===== config.mk =====
export PLATFORM = sky130hd
export DESIGN_NAME = alu_arbiter
export DESIGN_NICKNAME = d
export VERILOG_FILES = /design/src/rtl/alu_arbiter.sv
export SDC_FILE = /design/constraint.sdc
export NUM_CORES = 1
export LEC_CHECK = 0
export CORE_ASPECT_RATIO = 0.8
export CORE_MARGIN = 2
export CORE_UTILIZATION = 41
export CTS_BUF_LIST = sky130_fd_sc_hd__clkbuf_2 sky130_fd_sc_hd__clkbuf_4 sky130_fd_sc_hd__clkbuf_8
export DETAILED_ROUTE_END_ITERATION = 8
export HOLD_SLACK_MARGIN = 0.1
export PLACE_DENSITY_LB_ADDON = 0.15
export SLEW_MARGIN = 25
export SYNTH_ARGS = -nofsm -noshare
export SYNTH_HDL_FRONTEND = slang
export SYNTH_SLANG_ARGS = --single-unit

===== constraint.sdc =====
create_clock -name clk -period 2.65 [get_ports clk]
set_input_delay 0.265 -clock clk [delete_from_list [all_inputs] [get_ports clk]]
set_output_delay 0.265 -clock clk [all_outputs]
set_load 0.05 [all_outputs]

===== src/rtl/alu_arbiter.sv =====
// rtl/alu_arbiter.sv - round-robin arbiter sharing one 32-bit ALU between NREQ requesters
//
// Purpose: accepts one ALU operation at a time from NREQ requesters (round-robin),
// drives the external ALU from registered operands, holds the result/flags and
// returns them to the granted requester over a valid/ready response channel.
//
// Ports:
//   clk, reset_n               clock, asynchronous active-low reset
//   req_valid/req_ready        per-requester request handshake (ready one-hot or zero)
//   req_a/req_b/req_ctrl       packed per-requester operands and ALU control
//   rsp_valid/rsp_ready        per-requester response handshake (valid one-hot or zero)
//   rsp_result/rsp_flags       shared response bus {N,Z,C,V}
//   alu_srca/alu_srcb/alu_ctrl to the ALU, always the operand registers
//   alu_result/alu_flag        from the ALU
//   busy                       high whenever not IDLE
//   op_count                   completed response handshakes, wrapping

module alu_arbiter #(
    parameter int NREQ  = 2,
    parameter int CNT_W = 16
) (
    input  logic                 clk,
    input  logic                 reset_n,
    input  logic [NREQ-1:0]      req_valid,
    output logic [NREQ-1:0]      req_ready,
    input  logic [NREQ*32-1:0]   req_a,
    input  logic [NREQ*32-1:0]   req_b,
    input  logic [NREQ*2-1:0]    req_ctrl,
    output logic [NREQ-1:0]      rsp_valid,
    input  logic [NREQ-1:0]      rsp_ready,
    output logic [31:0]          rsp_result,
    output logic [3:0]           rsp_flags,
    output logic [31:0]          alu_srca,
    output logic [31:0]          alu_srcb,
    output logic [1:0]           alu_ctrl,
    input  logic [31:0]          alu_result,
    input  logic [3:0]           alu_flag,
    output logic                 busy,
    output logic [CNT_W-1:0]     op_count
);

    localparam int ID_W = (NREQ > 1) ? $clog2(NREQ) : 1;

    localparam logic [1:0] S_IDLE = 2'd0;
    localparam logic [1:0] S_EXEC = 2'd1;
    localparam logic [1:0] S_RESP = 2'd2;

    logic [1:0]       r_state;
    logic [ID_W-1:0]  r_last_grant;
    logic [ID_W-1:0]  r_cur_id;
    logic [31:0]      r_op_a;
    logic [31:0]      r_op_b;
    logic [1:0]       r_op_ctrl;
    logic [31:0]      r_result;
    logic [3:0]       r_flags;
    logic [CNT_W-1:0] r_op_count;

    int               w_idx;
    logic [ID_W-1:0]  w_cand;
    logic             w_grant_valid;
    logic [ID_W-1:0]  w_grant_id;
    logic [31:0]      w_sel_a;
    logic [31:0]      w_sel_b;
    logic [1:0]       w_sel_ctrl;
    logic             w_rsp_done;

    // Round-robin search: offsets 1..NREQ from the last grant, so the last
    // winner is considered only after every other requester.
    always_comb begin
        w_idx         = 0;
        w_cand        = '0;
        w_grant_valid = 1'b0;
        w_grant_id    = '0;
        for (int k = 1; k <= NREQ; k++) begin
            w_idx  = (int'(r_last_grant) + k) % NREQ;
            w_cand = ID_W'(w_idx);
            if (!w_grant_valid && req_valid[w_cand]) begin
                w_grant_valid = 1'b1;
                w_grant_id    = w_cand;
            end
        end
    end

    // Payload mux of the winning requester and one-hot ready/valid decode.
    always_comb begin
        w_sel_a    = '0;
        w_sel_b    = '0;
        w_sel_ctrl = '0;
        req_ready  = '0;
        rsp_valid  = '0;
        for (int i = 0; i < NREQ; i++) begin
            if (ID_W'(i) == w_grant_id) begin
                w_sel_a    = req_a[32*i +: 32];
                w_sel_b    = req_b[32*i +: 32];
                w_sel_ctrl = req_ctrl[2*i +: 2];
                req_ready[i] = (r_state == S_IDLE) && w_grant_valid;
            end
            if (ID_W'(i) == r_cur_id) begin
                rsp_valid[i] = (r_state == S_RESP);
            end
        end
    end

    // Only the owner's rsp_ready completes the response; other bits are ignored.
    assign w_rsp_done = (r_state == S_RESP) && rsp_ready[r_cur_id];

    always_ff @(posedge clk or negedge reset_n) begin
        if (!reset_n) begin
            r_state      <= S_IDLE;
            r_last_grant <= ID_W'(NREQ - 1);
            r_cur_id     <= '0;
            r_op_a       <= '0;
            r_op_b       <= '0;
            r_op_ctrl    <= '0;
            r_result     <= '0;
            r_flags      <= '0;
            r_op_count   <= '0;
        end else begin
            case (r_state)
                S_IDLE: begin
                    if (w_grant_valid) begin
                        r_op_a       <= w_sel_a;
                        r_op_b       <= w_sel_b;
                        r_op_ctrl    <= w_sel_ctrl;
                        r_cur_id     <= w_grant_id;
                        r_last_grant <= w_grant_id;
                        r_state      <= S_EXEC;
                    end
                end
                S_EXEC: begin
                    r_result <= alu_result;
                    r_flags  <= alu_flag;
                    r_state  <= S_RESP;
                end
                S_RESP: begin
                    if (w_rsp_done) begin
                        r_op_count <= r_op_count + CNT_W'(1);
                        r_state    <= S_IDLE;
                    end
                end
                default: r_state <= S_IDLE;
            endcase
        end
    end

    assign alu_srca   = r_op_a;
    assign alu_srcb   = r_op_b;
    assign alu_ctrl   = r_op_ctrl;
    assign rsp_result = r_result;
    assign rsp_flags  = r_flags;
    assign busy       = (r_state != S_IDLE);
    assign op_count   = r_op_count;

endmodule

==> metrics.log <==
INFO  metric status = complete, no violations
INFO  metric final-setup-viol-count = 0
INFO  metric synth_area_per_cell = 12.91 µm²
INFO  metric p_int = 6.156 mW
INFO  metric post-synth-top-count-cell = sky130_fd_sc_hd__dfrtp_1
INFO  metric comb_power_share = 58.8%
INFO  metric io_pins = 297
INFO  metric power.density = 1395 mW/mm²
INFO  metric rsz0062_at_grt = false
INFO  metric flow.area_growth_from_synthesis = 72.16%
INFO  metric cp.arrival = 2140 ps
INFO  metric die_h = 101.9 µm
INFO  metric synth_top_area_share = 61.70%
INFO  metric regArea = 0.003054 mm²
INFO  metric timing.final.crit_period = 2407 ps
INFO  metric largest_net_degree_at_the_start_of_global_routing = 55
INFO  metric yosys_warnings = 0
INFO  metric power.share.clock = 14.0%
INFO  metric fin_util = 72.80%
INFO  metric synth-async-reset-ratio = 100.0%
INFO  metric post_synth_main_area_contributors = sky130_fd_sc_hd__dfrtp_1 (62%), sky130_fd_sc_hd__a222oi_1 (13%), sky130_fd_sc_hd__mux2_2 (8.5%)
INFO  metric layout.nets = 852
INFO  metric critPathCaptureType = output pin
INFO  metric synthDominantAreaCellType = sky130_fd_sc_hd__dfrtp_1
INFO  metric placed_cell_area = 0.008036 mm²
INFO  metric cts.htree.levels = 4
INFO  metric crit_path_top_delay_cell = sky130_fd_sc_hd__buf_4
INFO  metric grt_util_all_layers = 24.66%
INFO  metric worstHoldPathType = primary input to async pin
INFO  metric critical-path-top-cell-by-count = sky130_fd_sc_hd__buf_4
INFO  metric cts_tree = built
INFO  metric timing.setup.tns = 0 ps
INFO  metric synth-edff-count = 0
INFO  metric clock-root-buffer = sky130_fd_sc_hd__clkbuf_8
INFO  metric path_cells = nor2_1, and3_2, buf_4, buf_4
INFO  metric post_synthesis_instance_area = 0.004907 mm²
INFO  metric finalHoldViolations = 0
INFO  metric antenna-diode-count = 0
INFO  metric start_util = 42.29%
INFO  metric max_buffers_root_to_sink = 2
INFO  metric stdcell_count = 837
INFO  metric dominantRegCellSynth = sky130_fd_sc_hd__dfrtp_1
INFO  metric post_synth_inst_count = 380
INFO  metric clkSlewWorstSetupHoldPaths = 70 ps
INFO  metric power.share.sequential = 27.2%
INFO  metric cts_buffers = 17
INFO  metric max-slew-margin-rel = 47.74%
INFO  metric drt.antenna.violating_nets = 0
INFO  metric buffer_ports.inserted = 296
INFO  metric critical_path.max_fanout = 44
INFO  metric post_drt_via_cell_ratio = 5.324
INFO  metric fp.coreArea = 0.01160 mm²
INFO  metric power_switching = 5.629 mW
INFO  metric multi_input_comb_area = 0.001483 mm²
INFO  metric post_cts_repair_setup_buffers = 0
INFO  metric synthesis.nets = 555
INFO  metric gp_routability_congestion = 0.8706
INFO  metric ir_drop = 0.8742 mV
INFO  metric n_fill_cell = 815
INFO  metric drt-wirelength-per-cell = 19.11 µm
INFO  metric wirelength = 15990 µm
INFO  metric grt-ovfl-total = 0
INFO  metric drt_pass1_iterations = 9
INFO  metric worst_skew_pair.late_latency = 420 ps
INFO  metric chipWidth = 126.3 µm
INFO  metric post_layout_inst_area = 0.008448 mm²
INFO  metric final.setup_skew = 7.922 ps
INFO  metric drt_drc_violations_left = 0
INFO  metric share_of_the_clock_period_used_by_the_worst_path_after_layout = 90.84%
INFO  metric yosysUniqueCellTypes = 27
INFO  metric dp_hpwl = 11770 µm
INFO  metric antenna_found_initial = 0
INFO  metric ys_seq_area_share = 62.24%
INFO  metric clock-sinks = 122
INFO  metric leakage = 3.878 nW
INFO  metric critPathRequiredTime = 2380 ps
INFO  metric synthTopCellsByCount = sky130_fd_sc_hd__dfrtp_1 (121), sky130_fd_sc_hd__inv_1 (71), sky130_fd_sc_hd__a222oi_1 (66)
INFO  metric switching_share = 47.76%
INFO  metric maxSlewViolCount = 0
INFO  metric max_stage_delay = 430 ps
INFO  metric worst_setup_path_type = flip-flop to output pin
INFO  metric max_clock_freq = 415.4 MHz
INFO  metric timing.critical_path.from_type = flip-flop
INFO  metric path_delay_family = buffers and inverters
INFO  metric tightest_slew = 773.0 ps
INFO  metric initial_drc_count = 443
INFO  metric grt_pass1_wl = 24360 µm
INFO  metric final_layout_size_suffix_gt1_share = 12.63%
INFO  metric dp_cells = 805
INFO  metric design.die.area = 0.01287 mm²
INFO  metric vias = 4456
INFO  metric count_of_standard_cell_rows = 35
INFO  metric worstPathBufferInverterCount = 2
INFO  metric drv_cap = 0
INFO  metric first_global_vias = 4612
INFO  metric ys_seq_elements = 122
INFO  metric totalPowerFinal = 11.79 mW
==> power by group through the flow <==
stage / Sequential (mW) / Clock (mW) / Combinational (mW)
global placement: 3.19 / 0 / 6.87
global route: 3.31 / 1.78 / 7.27
finish: 3.20 / 1.65 / 6.93
detailed placement: 3.23 / 0 / 6.97
CTS: 3.20 / 1.69 / 6.99
floorplan: 6.00 / 0 / 1.66
==> worst paths after layout <==
path / from / endpoint / slack, ps / cells after the start
min in group clk: req_a[16] / alu_srca[16]$_DFFE_PN0N_ / 460 / 3
hold reg to reg: op_count[15]$_DFFE_PN0P_ / op_count[15]$_DFFE_PN0P_ / 470 / 1
setup reg to reg: op_count[0]$_DFFE_PN0P_ / op_count[10]$_DFFE_PN0P_ / 740 / 5
hold / removal: reset_n / alu_srcb[3]$_DFFE_PN0N_ / 350 / 2
max in group asynchronous: reset_n / alu_srcb[17]$_DFFE_PN0N_ / 1450 / 3
setup / recovery: r_state[1]$_DFFE_PN0P_ / req_ready[1] / 240 / 4
==> worst register-to-register path, cell delays in order (launching register included) <==
cell                      delay, ps
sky130_fd_sc_hd__dfrtp_1        420
sky130_fd_sc_hd__ha_1           200
sky130_fd_sc_hd__and3_1         180
sky130_fd_sc_hd__nor4b_1        640
sky130_fd_sc_hd__nand4_1        200
sky130_fd_sc_hd__xnor2_1        160
==> registers in the layout, summed over array words and instances (netlist names) <==
signal / cells
alu_ctrl: 2
op_count: 16
r_state: 2
rsp_flags: 4
alu_srcb: 32
r_cur_id: 1
alu_srca: 32
r_last_grant: 1
rsp_result: 32
==> layer usage <==
metal  GRT usage, %  wire length, µm
met5              0                0
met4          9.467              435
met3          8.796             1405
met2          41.98             8082
met1          29.18             6068
==> area by class of cell <==
class,instances,share of cell area [%]
flip-flops and latches,122,36.15
clock inverters,7,1.066
multi-input cells,159,17.55
clock buffers,24,3.688
inverters,71,3.155
well taps,148,2.192
repair buffers,306,36.20
==> stage by stage <==
step	setup slack (ps)	hold slack, ps
detailed placement	589.4	256.5
CTS	214.4	330.1
finish	242.7	347.7
global placement	648.0	258.8
global route	106.7	375.3
floorplan	671.1	-30.59
==> kinds of logic (layout without fill, tap and decap cells) <==
kind of cell               count (synthesis)  count (layout)  share of synthesized area [%]
DFF                                      122             122                          62.24
buffers and inverters                     99             408                          7.828
AOI/OAI and AO/OA                         69              69                          13.90
muxes                                     38              38                          8.695
and+or+nand+nor                           36              36                          4.411
xor gates and xnor gates                  15              15                          2.677
adders and majority gates                  1               1                         0.2549
==> timing repair <==
action	4_1_cts	5_1_grt
hold endpoints to repair	33	0
hold buffers	1	0
gates resized for setup	0	0
==> cell usage in the layout, fill, tap and decap left out, types with 3 or more instances in the layout <==
master / synthesis / routed
sky130_fd_sc_hd__buf_4: 0 / 10
sky130_fd_sc_hd__nand4_1: 4 / 4
sky130_fd_sc_hd__xor2_1: 6 / 6
sky130_fd_sc_hd__nand2_1: 6 / 6
sky130_fd_sc_hd__dfrtp_1: 121 / 121
sky130_fd_sc_hd__inv_1: 71 / 71
sky130_fd_sc_hd__xnor2_1: 9 / 9
sky130_fd_sc_hd__a222oi_1: 66 / 66
sky130_fd_sc_hd__clkdlybuf4s50_1: 0 / 293
sky130_fd_sc_hd__nor2_1: 7 / 7
sky130_fd_sc_hd__clkinv_2: 0 / 3
sky130_fd_sc_hd__nand3_1: 6 / 6
sky130_fd_sc_hd__clkbuf_8: 0 / 21
sky130_fd_sc_hd__mux2_2: 37 / 37
sky130_fd_sc_hd__clkbuf_4: 0 / 3
sky130_fd_sc_hd__nand2b_1: 3 / 3
No activity file was read; power rests on OpenSTA's default activity.
